**src/rtl/e2prom_pkg.sv**
```systemverilog
// Shared types and defaults for the EEPROM request sequencer in front of i2c_dri.
// Optional watchdog is enabled by defining E2PROM_SEQ_WDOG_EN.
package e2prom_pkg;

  typedef enum logic [2:0] {
    ST_IDLE      = 3'd0,
    ST_ISSUE     = 3'd1,
    ST_WAIT_DONE = 3'd2,
    ST_WR_WAIT   = 3'd3,
    ST_GAP       = 3'd4,
    ST_RESP      = 3'd5
  } e2prom_seq_state_t;

  localparam int E2P_WR_WAIT_CYC   = 5000;
  localparam int E2P_RETRY_GAP_CYC = 1000;
  localparam int E2P_MAX_RETRY     = 4;
  localparam int E2P_TIMEOUT_CYC   = 65535;

  localparam logic E2P_ACK  = 1'b0;
  localparam logic E2P_NACK = 1'b1;

  function automatic int e2p_max(input int a, input int b);
    return (a > b) ? a : b;
  endfunction

endpackage

```
**src/rtl/e2prom_cyc_timer.sv**
```systemverilog
// Loadable down-counter with zero flag, shared by write-cycle wait, retry gap and watchdog.
// Counting stops at zero; a load always takes priority over a decrement.
module e2prom_cyc_timer #(
  parameter int CNT_W = 8
) (
  input  logic             clk,
  input  logic             rst,
  input  logic             load,
  input  logic [CNT_W-1:0] load_val,
  input  logic             dec,
  output logic             zero
);

  logic [CNT_W-1:0] cnt_q, cnt_d;

  always_comb begin
    cnt_d = cnt_q;
    if (load) begin
      cnt_d = load_val;
    end else if (dec && (cnt_q != '0)) begin
      cnt_d = cnt_q - CNT_W'(1);
    end
  end

  always_ff @(posedge clk) begin
    if (rst) begin
      cnt_q <= '0;
    end else begin
      cnt_q <= cnt_d;
    end
  end

  assign zero = (cnt_q == '0);

endmodule

```
**src/rtl/e2prom_seq.sv**
```systemverilog
// Single-byte EEPROM read/write sequencer driving the i2c_dri exec/done handshake,
// with write-cycle delay and bounded NACK retry. Watchdog on i2c_done: E2PROM_SEQ_WDOG_EN.
module e2prom_seq
  import e2prom_pkg::*;
#(
  parameter int WR_WAIT_CYC   = E2P_WR_WAIT_CYC,
  parameter int RETRY_GAP_CYC = E2P_RETRY_GAP_CYC,
  parameter int MAX_RETRY     = E2P_MAX_RETRY,
  parameter int TIMEOUT_CYC   = E2P_TIMEOUT_CYC
) (
  input  logic        clk,
  input  logic        rst,
  input  logic        req_valid,
  output logic        req_ready,
  input  logic        req_wr,
  input  logic [15:0] req_addr,
  input  logic [7:0]  req_wdata,
  output logic        rsp_valid,
  output logic [7:0]  rsp_rdata,
  output logic        rsp_err,
  output logic        i2c_exec,
  output logic        i2c_rh_wl,
  output logic [15:0] i2c_addr,
  output logic [7:0]  i2c_data_w,
  input  logic [7:0]  i2c_data_r,
  input  logic        i2c_done,
  input  logic        i2c_ack,
  output logic        busy
);

`ifdef E2PROM_SEQ_WDOG_EN
  localparam int TMR_MAX = e2p_max(e2p_max(WR_WAIT_CYC, RETRY_GAP_CYC), TIMEOUT_CYC);
`else
  localparam int TMR_MAX = e2p_max(WR_WAIT_CYC, RETRY_GAP_CYC);
`endif
  localparam int TMR_W = $clog2(TMR_MAX) + 1;
  localparam int RTY_W = (MAX_RETRY > 0) ? $clog2(MAX_RETRY + 1) : 1;

  // The state after a load lasts exactly N cycles, so the timer is loaded with N-1.
  localparam logic [TMR_W-1:0] WR_LOAD  = TMR_W'((WR_WAIT_CYC   > 0) ? WR_WAIT_CYC   - 1 : 0);
  localparam logic [TMR_W-1:0] GAP_LOAD = TMR_W'((RETRY_GAP_CYC > 0) ? RETRY_GAP_CYC - 1 : 0);
`ifdef E2PROM_SEQ_WDOG_EN
  localparam logic [TMR_W-1:0] TMO_LOAD = TMR_W'((TIMEOUT_CYC   > 0) ? TIMEOUT_CYC   - 1 : 0);
`endif
  localparam logic [RTY_W-1:0] RTY_LIM  = RTY_W'(MAX_RETRY);

  e2prom_seq_state_t state_q, state_d;
  logic              rh_wl_q, rh_wl_d;
  logic [15:0]       addr_q, addr_d;
  logic [7:0]        wdata_q, wdata_d;
  logic [7:0]        rdata_q, rdata_d;
  logic              err_q, err_d;
  logic [RTY_W-1:0]  retry_q, retry_d;

  logic              tmr_load, tmr_dec, tmr_zero;
  logic [TMR_W-1:0]  tmr_val;

  e2prom_cyc_timer #(
    .CNT_W (TMR_W)
  ) u_timer (
    .clk      (clk),
    .rst      (rst),
    .load     (tmr_load),
    .load_val (tmr_val),
    .dec      (tmr_dec),
    .zero     (tmr_zero)
  );

  always_ff @(posedge clk) begin
    if (rst) begin
      state_q <= ST_IDLE;
      rh_wl_q <= 1'b0;
      addr_q  <= '0;
      wdata_q <= '0;
      rdata_q <= '0;
      err_q   <= 1'b0;
      retry_q <= '0;
    end else begin
      state_q <= state_d;
      rh_wl_q <= rh_wl_d;
      addr_q  <= addr_d;
      wdata_q <= wdata_d;
      rdata_q <= rdata_d;
      err_q   <= err_d;
      retry_q <= retry_d;
    end
  end

  always_comb begin
    state_d  = state_q;
    rh_wl_d  = rh_wl_q;
    addr_d   = addr_q;
    wdata_d  = wdata_q;
    rdata_d  = rdata_q;
    err_d    = err_q;
    retry_d  = retry_q;
    tmr_load = 1'b0;
    tmr_val  = '0;
    tmr_dec  = 1'b0;
    case (state_q)
      ST_IDLE: begin
        if (req_valid) begin
          rh_wl_d = !req_wr;
          addr_d  = req_addr;
          wdata_d = req_wdata;
          retry_d = '0;
          state_d = ST_ISSUE;
        end
      end
      ST_ISSUE: begin
        state_d = ST_WAIT_DONE;
`ifdef E2PROM_SEQ_WDOG_EN
        tmr_load = 1'b1;
        tmr_val  = TMO_LOAD;
`endif
      end
      ST_WAIT_DONE: begin
        // A done on the expiry edge is checked first and therefore wins.
        if (i2c_done) begin
          if (i2c_ack == E2P_ACK) begin
            if (!rh_wl_q) begin
              tmr_load = 1'b1;
              tmr_val  = WR_LOAD;
              state_d  = ST_WR_WAIT;
            end else begin
              rdata_d = i2c_data_r;
              err_d   = 1'b0;
              state_d = ST_RESP;
            end
          end else if (retry_q < RTY_LIM) begin
            retry_d  = retry_q + RTY_W'(1);
            tmr_load = 1'b1;
            tmr_val  = GAP_LOAD;
            state_d  = ST_GAP;
          end else begin
            err_d   = 1'b1;
            state_d = ST_RESP;
          end
        end
`ifdef E2PROM_SEQ_WDOG_EN
        else if (tmr_zero) begin
          err_d   = 1'b1;
          state_d = ST_RESP;
        end else begin
          tmr_dec = 1'b1;
        end
`endif
      end
      ST_WR_WAIT: begin
        if (tmr_zero) begin
          err_d   = 1'b0;
          state_d = ST_RESP;
        end else begin
          tmr_dec = 1'b1;
        end
      end
      ST_GAP: begin
        if (tmr_zero) begin
          state_d = ST_ISSUE;
        end else begin
          tmr_dec = 1'b1;
        end
      end
      ST_RESP: begin
        state_d = ST_IDLE;
      end
      default: begin
        state_d = ST_IDLE;
      end
    endcase
  end

  always_comb begin
    req_ready = (state_q == ST_IDLE);
    busy      = (state_q != ST_IDLE);
    i2c_exec  = (state_q == ST_ISSUE);
    rsp_valid = (state_q == ST_RESP);
  end

  assign i2c_rh_wl  = rh_wl_q;
  assign i2c_addr   = addr_q;
  assign i2c_data_w = wdata_q;
  assign rsp_rdata  = rdata_q;
  assign rsp_err    = err_q;

endmodule

```
**config.mk**
```make
export PLATFORM = sky130hd
export DESIGN_NAME = e2prom_seq
export DESIGN_NICKNAME = d
export VERILOG_FILES = /design/src/rtl/e2prom_pkg.sv /design/src/rtl/e2prom_cyc_timer.sv /design/src/rtl/e2prom_seq.sv
export SDC_FILE = /design/constraint.sdc
export NUM_CORES = 1
export LEC_CHECK = 0
export ABC_CLOCK_PERIOD_IN_PS = 1970
export CAP_MARGIN = 20
export CORE_MARGIN = 3
export CORE_UTILIZATION = 46
export DETAILED_ROUTE_END_ITERATION = 10
export GPL_TIMING_DRIVEN = 0
export PLACE_DENSITY = 0.85
export SYNTH_ARGS = -nofsm -noshare
export SYNTH_HDL_FRONTEND = slang
export SYNTH_SLANG_ARGS = --single-unit
```
**constraint.sdc**
```tcl
create_clock -name clk -period 1.97 [get_ports clk]
set_input_delay 0.394 -clock clk [delete_from_list [all_inputs] [get_ports clk]]
set_output_delay 0.394 -clock clk [all_outputs]
set_load 0.01 [all_outputs]
```
Word level (Yosys, flattened, before mapping)
Index checks and enable logic that the tools add are counted.

Bits of input ports: 38. Register bits after elaboration: 54. Logic and storage cells: 73. Output and inout port bits: 38.

Reductions and logical operators: 15. Add/subtract/negate cells: 2. Order comparisons: 1. Equality and inequality tests: 13. Bitwise logic cells: 1. Muxes and demuxes: 33.

Operators with widths (number): 2-to-1 mux 14 bit (5); 2-to-1 mux 3 bit (10); case mux 3 bit (5 select lines) (1); logical NOT 14 bit (1); nonzero test 14 bit (1); subtractor 14 x 1 -> 14 bit, second input constant (1); 2-to-1 mux 1 bit (13); 2-to-1 mux 13 bit (1); != test 2 bit, second input constant (6); 2-to-1 mux 10 bit (1); AND reduction 5 bit (2); AND reduction 4 bit (2); equality test 3 x 2 -> 1 bit, second input constant (2); equality test 3 bit, second input constant (2); != test 3 bit, second input constant (2); case mux 3 bit (2 select lines) (1); nonzero test 2 bit (3); adder 3 x 1 -> 3 bit, second input constant (1); equality test 3 x 1 -> 1 bit, second input constant (1); logical NOT 3 bit (1); less-than comparator 3 bit, second input constant (1); nonzero test 3 bit (1); case mux 1 bit (2 select lines) (1); AND reduction 2 bit (1); 4 further kinds (4).

Depth between registers and ports, before layout
Gate-level depths: netlist (run 1).

Depth in word-level cells: 6. Gate-level depth with buffers: 7. Gate-level depth less buffers: 6.

Modules after synthesis
A second synthesis (run 1) with hierarchy kept.

Cell total of the unflattened synthesis: 298. Area, all modules: 2571.2 um2.

By module, submodules not included: e2prom_seq (sequential area each 800.8 um2, area an instance 1679.1 um2, times used 1, cells an instance 197); e2prom_cyc_timer (sequential area each 280.3 um2, area an instance 892.1 um2, times used 1, cells an instance 101).

Least setup slack after synthesis (run 1)
Ideal clock, no wire load.

Path type: reg2reg. Start: reg u_timer.cnt_q[0]. End: reg u_timer.cnt_q[10]. Library setup time: 0.076 ns. Data required time: 1.894 ns. Arrival time: 1.743 ns. Period minus slack after synthesis: 1.819 ns. Slack: 0.151 ns. Stages on the path, launching flop included: 7. Cell sequence: dfxtp_1 -> inv_1 -> ha_1 -> nor3b_1 -> o211ai_1 -> or4_1 -> a21boi_0.

Word-level cells in the longest chain between the ends: 5. Elaborated cells on any way between the ends: 9. Those cells by class: add/sub: 1; mux: 4; reduce/logical: 4.

Ends and longest elaborated chain: start, declared (RTL line e2prom_cyc_timer.sv:14) `logic [CNT_W-1:0] cnt_q, cnt_d;`; start signal, assigned (RTL line e2prom_cyc_timer.sv:29) `cnt_q <= cnt_d;`; branches (longest 5 deep; another with subtractor 14 x 1 -> 14 bit).

Parallel ways; which one is timed is not known. The select of a mux whose other input is x is not followed. A chain may end at the register's enable or synchronous reset.

Final worst setup path (run 1)
Start: reg state_q[0]. End: out i2c_exec.

Word-level cells in the longest chain between the ends: 1.

Ends and longest elaborated chain: start, declared (RTL line e2prom_seq.sv:47) `e2prom_seq_state_t state_q, state_d;`; start signal, assigned (RTL line e2prom_seq.sv:79) `state_q <= state_d;`; equality test 3 x 1 -> 1 bit (RTL line e2prom_seq.sv:176) `i2c_exec = (state_q == ST_ISSUE);`; end, declared (RTL line e2prom_seq.sv:21) `output logic i2c_exec,`.

No other way between the ends.

==> results.yml, run 1 <==
grt:
  use_met1_pct: 26.5
  grt_pass1_vias: 2205
  gr-total-overflow: 0
  grt_pass1_wl_mm: 10.4
  met2_usage_pct: 34.8
  grt_max_degree: 17
  track_usage_pct: 20.8
  met3_usage_pct: 5.96
  busiest_layer: "met2"
  antenna_found_initial: 0
route:
  drc: 0
  drtIter0Drc: 138
  vias: 2313
  vias_per_cell: 5.29
  drt_first_pass_iters: 5
  routedWlPerCell_um: 14.5
  postRouteAntennaNets: 0
  routed_wl_mm: 6.35
sta:
  slew_headroom_pct: 65.8
  setup_viol: 0
  min_period_ns: 1.94
  fmax_mhz: 515
  finalCritPeriodShare_pct: 98.6
  tightest_slew_ns: 0.512
  skew_ns: 0.00605
  hold_violations: 0
  rsz0062_at_grt: "true"
  report.final.slew_viol_count: 0
logic_synthesis:
  syn-num-nets: 323
  synth_ff_type: "dfxtp_1"
  ys_types: 50
  synth_edf_count: 0
  synthArstFlopShare_pct: 0
  ys_seq_elements: 54
  ys_seq_area_share_pct: 45.1
  avgSynthCellArea_um2: 8.48
  yosys_warnings: 0
  netlist_area_mm2: 0.00240
  synthCells: 283
placement:
  dpl_cell_area_mm2: 0.00322
  place_congestion: 0.919
  place_hpwl_mm: 4.45
  port_buffers: 74
critical_path:
  path_max_fanout: 10
  worst-r2r-cell-count: 4
  crit_path_start_kind: "flop"
  r2r_slack_ns: 0.07
  required_ns: 1.58
  arrival_ns: 1.55
  r2r-end: "u_timer.cnt_q[13]"
  setup.worst_path.start: "state_q[0]"
  cp-end-kind: "primary output"
  worstSetupPathType: "reg2out"
  reg2reg_from: "u_timer.cnt_q[7]"
clock_network:
  htreeDepth: 2
  clk_path_buf_depth: 2
  cts_tree: "yes"
  cts_buffers: 5
  cts_root_buf: "clkbuf_8"
  cts_sinks: 54
  clk_transition_reported_paths_ns: 0.10
  clk_latency_ns: 0.30
worst_hold_path:
  worstHoldPathCells: 2
  min_from: "i2c_addr[10]"
  min_to: "i2c_addr[10]"
  min_path_type: "reg2reg"
layout:
  final_cell_mix: "clkdlybuf4s50_1 (70), nand2_1 (56), dfxtp_1 (53), a21oi_1 (30), nor2_1 (17)"
  drive_above_1_share_pct: 11.9
  layout_commonest_cell: "clkdlybuf4s50_1"
  synthToLayoutAreaGrowth_pct: 44.0
  layout.nets: 409
  insertedDiodeCount: 0
  postLayoutCellArea_mm2: 0.00345
die:
  io-pin-count: 76
  initial_core_util_pct: 49.2
  die_x_um: 78.2
  die_h_um: 78.2
  std_cell_rows: 25
  core_area_mm2: 0.00488
  dieArea_mm2: 0.00612
power_and_ir_drop:
  p_leak_nw: 1.32
  ir_worst_vdd_uv: 477
  p_per_area_mw_per_mm2: 768
  power_w: 0.00265
outcome:
  outcome: "finished, final reports clean"
job:
  drv_cap: 0
==> per-stage QoR <==
step           util, %  setup TNS, ns  std cells  hold WS, ns  setup slack [ns]
2_1_floorplan        -              0        283        0.447             0.151
3_5_place_dp      66.1          -3.06        424        0.445            -0.358
5_1_grt           70.8         -0.159        437        0.477           -0.0728
4_1_cts           69.1              0        432        0.459           0.00686
6_report          70.8              0        437        0.458            0.0281
3_3_place_gp      66.1          -2.43        424        0.441            -0.297
==> worst max-delay path, stage by stage (launching register included) <==
cell and delay (ns):
dfxtp_1 0.33, buf_4 0.20, inv_1 0.17, nor3_1 0.24, dlygate4sd2_1 0.30
==> area by class of cell <==
type,instances,area (µm²)
clock inverter,2,37.5
clock buffer,6,72.6
buffer,18,90.1
fill,377,1430
timing repair buffer,79,777
tap,67,83.8
inverter,5,18.8
multi-input combinational,206,1290
sequential,54,1080
==> cell families after synthesis <==
logic type	count (synthesis)	share of synthesized area [%]
AOI/OAI and AO/OA	64	17.3
xor gates and xnor gates	1	0.365
adders and majority gates	2	1.04
buffers and inverters	23	4.02
DFF	54	45.1
muxes	12	5.01
and+or+nand+nor	127	27.2
==> metal layers <==
layer | vias to the layer above | wire length (µm)
li1 | 1177 | -
met1 | 1057 | 2760
met2 | 70 | 3090
met3 | 9 | 442
met4 | 0 | 63
met5 | - | 0
==> power breakdown <==
group	total, W	switching, W	leakage [nW]	internal, W
clock	0.000739	0.000359	0.0514	0.000380
combinational	0.000701	0.000371	0.825	0.000330
sequential	0.00121	0.0000520	0.440	0.00116
==> repair_timing <==
| item | in CTS | in global routing |
|---|---|---|
| setup buffers | 0 | 5 |
| pin swaps | 0 | 4 |
| hold buffers | 0 | 0 |
| resized for setup | 12 | 20 |
| endpoints found under the setup margin | 11 | 26 |
==> sequential cells by signal, indices dropped and copies added (netlist names) <==
name,cells
rsp_rdata,8
retry_q,3
rsp_err,1
i2c_addr,16
u_timer.cnt_q,14
i2c_data_w,8
state_q,3
i2c_rh_wl,1
==> worst max-delay path by stage <==
stage                         to  slack (ns)  cells after the start
2_1_floorplan  u_timer.cnt_q[10]        0.15                      6
3_3_place_gp          retry_q[1]       -0.30                      6
3_5_place_dp          retry_q[1]       -0.36                      6
4_1_cts               retry_q[1]       0.007                      6
5_1_grt                 i2c_exec       -0.07                      4
6_report                i2c_exec        0.03                      4
==> cells in the mapped netlist, drive strengths merged, types with 2 or more instances <==
cell | number | area share [%]
nor4 | 4 | 1.3
inv | 5 | 0.78
o221ai | 2 | 0.73
nand4 | 2 | 0.52
dfxtp | 54 | 45
or2 | 2 | 0.52
nand3 | 2 | 0.42
buf | 7 | 1.5
o41ai | 2 | 0.73
mux2i | 12 | 5.0
nor3b | 4 | 1.5
or3 | 4 | 1.1
o211ai | 3 | 0.94
or4 | 4 | 1.4
nor3 | 9 | 2.1
a21oi | 31 | 6.5
nor2 | 18 | 2.8
o31ai | 3 | 0.94
clkbuf | 11 | 1.8
ha | 2 | 1.0
a31oi | 7 | 1.8
nand2 | 57 | 8.9
o21ai | 4 | 0.83
and2 | 3 | 0.78
a211oi | 5 | 1.6
nand2b | 6 | 1.6
or4b | 3 | 1.3
nand3b | 2 | 0.63
(Power assumes the default switching activity.)
==> inputs of run 2 (changes only) <==
--- a/config.mk
+++ b/config.mk
@@ -5,7 +5,7 @@
 export SDC_FILE = /design/constraint.sdc
 export NUM_CORES = 1
 export LEC_CHECK = 0
-export ABC_CLOCK_PERIOD_IN_PS = 1970
+export ABC_CLOCK_PERIOD_IN_PS = 1850
 export CAP_MARGIN = 20
 export CORE_MARGIN = 3
 export CORE_UTILIZATION = 46
==> constraint.sdc (replaced) <==
create_clock -name clk -period 1.85 [get_ports clk]
set_input_delay 0.37 -clock clk [delete_from_list [all_inputs] [get_ports clk]]
set_output_delay 0.37 -clock clk [all_outputs]
set_load 0.01 [all_outputs]
==> run 2 against run 1 <==
Net effect: the run now ends with negative setup slack left; via count increased by 3.4%; cell count up 1.4%; core utilization rose by 2.0 points; largest power group unchanged; highest routed layer unchanged.
==> results.yml, run 2 (synthesis results as in run 1) <==
layout:
  synthToLayoutAreaGrowth_pct: 48.1
  layout.nets: 415
  final_cell_mix: "clkdlybuf4s50_1 (69), nand2_1 (56), dfxtp_1 (50), a21oi_1 (30), nor2_1 (17)"
  register_area_mm2: 0.00109
  multi_input_area_mm2: 0.00132
  n_fill_cell: 349
  finalNonFillerCells: 443
  drive_above_1_share_pct: 14.4
  insertedDiodeCount: 0
  layout_commonest_cell: "clkdlybuf4s50_1"
  largest_reg_flops: 16
power_and_ir_drop:
  ir_worst_vdd_uv: 509
  p_per_area_mw_per_mm2: 807
  p_leak_nw: 1.37
  power_w: 0.00287
clock_network:
  cts_sinks: 54
  cts_tree: "yes"
  cts_root_buf: "clkbuf_8"
  clk_latency_ns: 0.30
  ctsHoldBuffers: 0
  cts_buffers: 5
  htreeDepth: 2
  clk_transition_reported_paths_ns: 0.10
  clk_path_buf_depth: 2
route:
  drtIter0Drc: 175
  routedWlPerCell_um: 14.8
  postRouteAntennaNets: 0
  vias_per_cell: 5.40
  routed_wl_mm: 6.55
  vias: 2391
  drt_first_pass_iters: 5
  drc: 0
critical_path:
  cp_cell_sequence: "or4_4, or4b_4, nor4_4, mux2i_1"
  cp_num_cells: 4
  crit_path_top_delay_cell: "or4_4"
  worstSetupPathType: "reg2reg"
  arrival_ns: 2.14
  required_ns: 2.09
  worst-r2r-cell-count: 4
  path_max_fanout: 8
  critical_path.top_delay_family: "simple AND/OR/NAND/NOR gates"
  crit_path_start_kind: "flop"
  crit_buf_inv: 0
  cp_slowest_stage_delay_ns: 0.58
  cp-end-kind: "flop"
sta:
  report.final.slew_viol_count: 0
  slew_headroom_pct: 66.6
  rsz0062_at_grt: "true"
  finalCritPeriodShare_pct: 103
  skew_ns: 0.00635
  min_period_ns: 1.90
  tightest_slew_ns: 0.501
  setup_viol: 1
  fin_ws_ns: -0.0464
  hold_violations: 0
  fmax_mhz: 527
  tns_ns: -0.0464
  timing.hold.ws_ns: 0.458
die:
  dieArea_mm2: 0.00612
  io-pin-count: 76
  core_area_mm2: 0.00488
  die_h_um: 78.2
  std_cell_rows: 25
  die_x_um: 78.2
  initial_core_util_pct: 49.2
placement:
  place_hpwl_mm: 4.45
  place_inst: 424
  place_worst_setup_slack_ns: -0.454
  place_congestion: 0.919
  port_buffers: 74
grt:
  gr-total-overflow: 0
  antenna_found_initial: 0
  grt_pass1_wl_mm: 10.4
  grt_max_degree: 17
  track_usage_pct: 20.7
  grt_pass1_vias: 2239
job:
  drv_cap: 0
worst_hold_path:
  min_path_type: "reg2reg"
  worstHoldPathCells: 2
outcome:
  violations: "negative setup slack"
  outcome: "complete, but fails checks"
## run 2: cell types whose count changed in the layout (fill, tap and decap cells not counted), moves of 2 or more
cell	change
buf_8	+2
buf_4	+4
dfxtp_1	-3
buf_2	-2
dfxtp_2	+3
## run 2: path summary, 6_finish.rpt
kind | from | to | slack, ns
max | u_timer.cnt_q[7] | u_timer.cnt_q[13] | -0.05
min | i2c_addr[10] | i2c_addr[10] | 0.46
max reg2reg | u_timer.cnt_q[7] | u_timer.cnt_q[13] | -0.05
min reg2reg | i2c_addr[10] | i2c_addr[10] | 0.46
## run 2: final cells by class
cell class / instances / share of cell area, %
Sequential cell: 54 / 30.6
Clock inverter: 2 / 1.06
Multi-Input combinational cell: 206 / 37.1
Timing Repair Buffer: 85 / 23.2
Tap cell: 67 / 2.36
Inverter: 5 / 0.528
Buffer: 18 / 3.13
Clock buffer: 6 / 2.04
## run 2: per-layer routing
layer  routed length (µm)  up-vias  share of wire (%)  track usage, %
li1                     -     1192                  -               -
met1                 2750     1099                 42            26.2
met2                 3240       91                 50            34.3
met3                  475        9                7.3            6.19
met4                   79        0                1.2            5.77
met5                    0        -                  0               0
## run 2: worst min-delay path: cells and delay by family, from the launching register on
kind | cells | cell delay (ns)
flip-flops | 1 | 0.32
AND/OR/NAND/NOR | 1 | 0.05
AO/OA/AOI/OAI | 1 | 0.05
## run 2: per-stage QoR
stage | utilization, % | cell area [µm²]
after floorplan | - | 2400
after global routing | 72.8 | 3550
after global placement | 66.1 | 3220
final | 72.8 | 3550
after detailed placement | 66.1 | 3220
after CTS | 69.1 | 3370
## run 2: where the power goes
| part | internal, W | total, W | switching (W) |
|---|---|---|---|
| combinational | 0.000382 | 0.000788 | 0.000406 |
| sequential | 0.00124 | 0.00130 | 0.0000592 |
| clock | 0.000404 | 0.000783 | 0.000378 |
| total | 0.00202 | 0.00287 | 0.000843 |
## run 2: timing repair
item,4_1_cts,5_1_grt
setup endpoints to repair,28,27
pin swaps,0,10
buffers inserted,0,11
gates resized for setup,15,30
==> inputs of run 3 (changes only) <==
--- a/config.mk
+++ b/config.mk
@@ -12,6 +12,7 @@
 export DETAILED_ROUTE_END_ITERATION = 10
 export GPL_TIMING_DRIVEN = 0
 export PLACE_DENSITY = 0.85
+export SLEW_MARGIN = 0
 export SYNTH_ARGS = -nofsm -noshare
 export SYNTH_HDL_FRONTEND = slang
 export SYNTH_SLANG_ARGS = --single-unit
==> results of run 3 <==
Same layout as run 2: the final DEF is identical, and so are final timing and power.
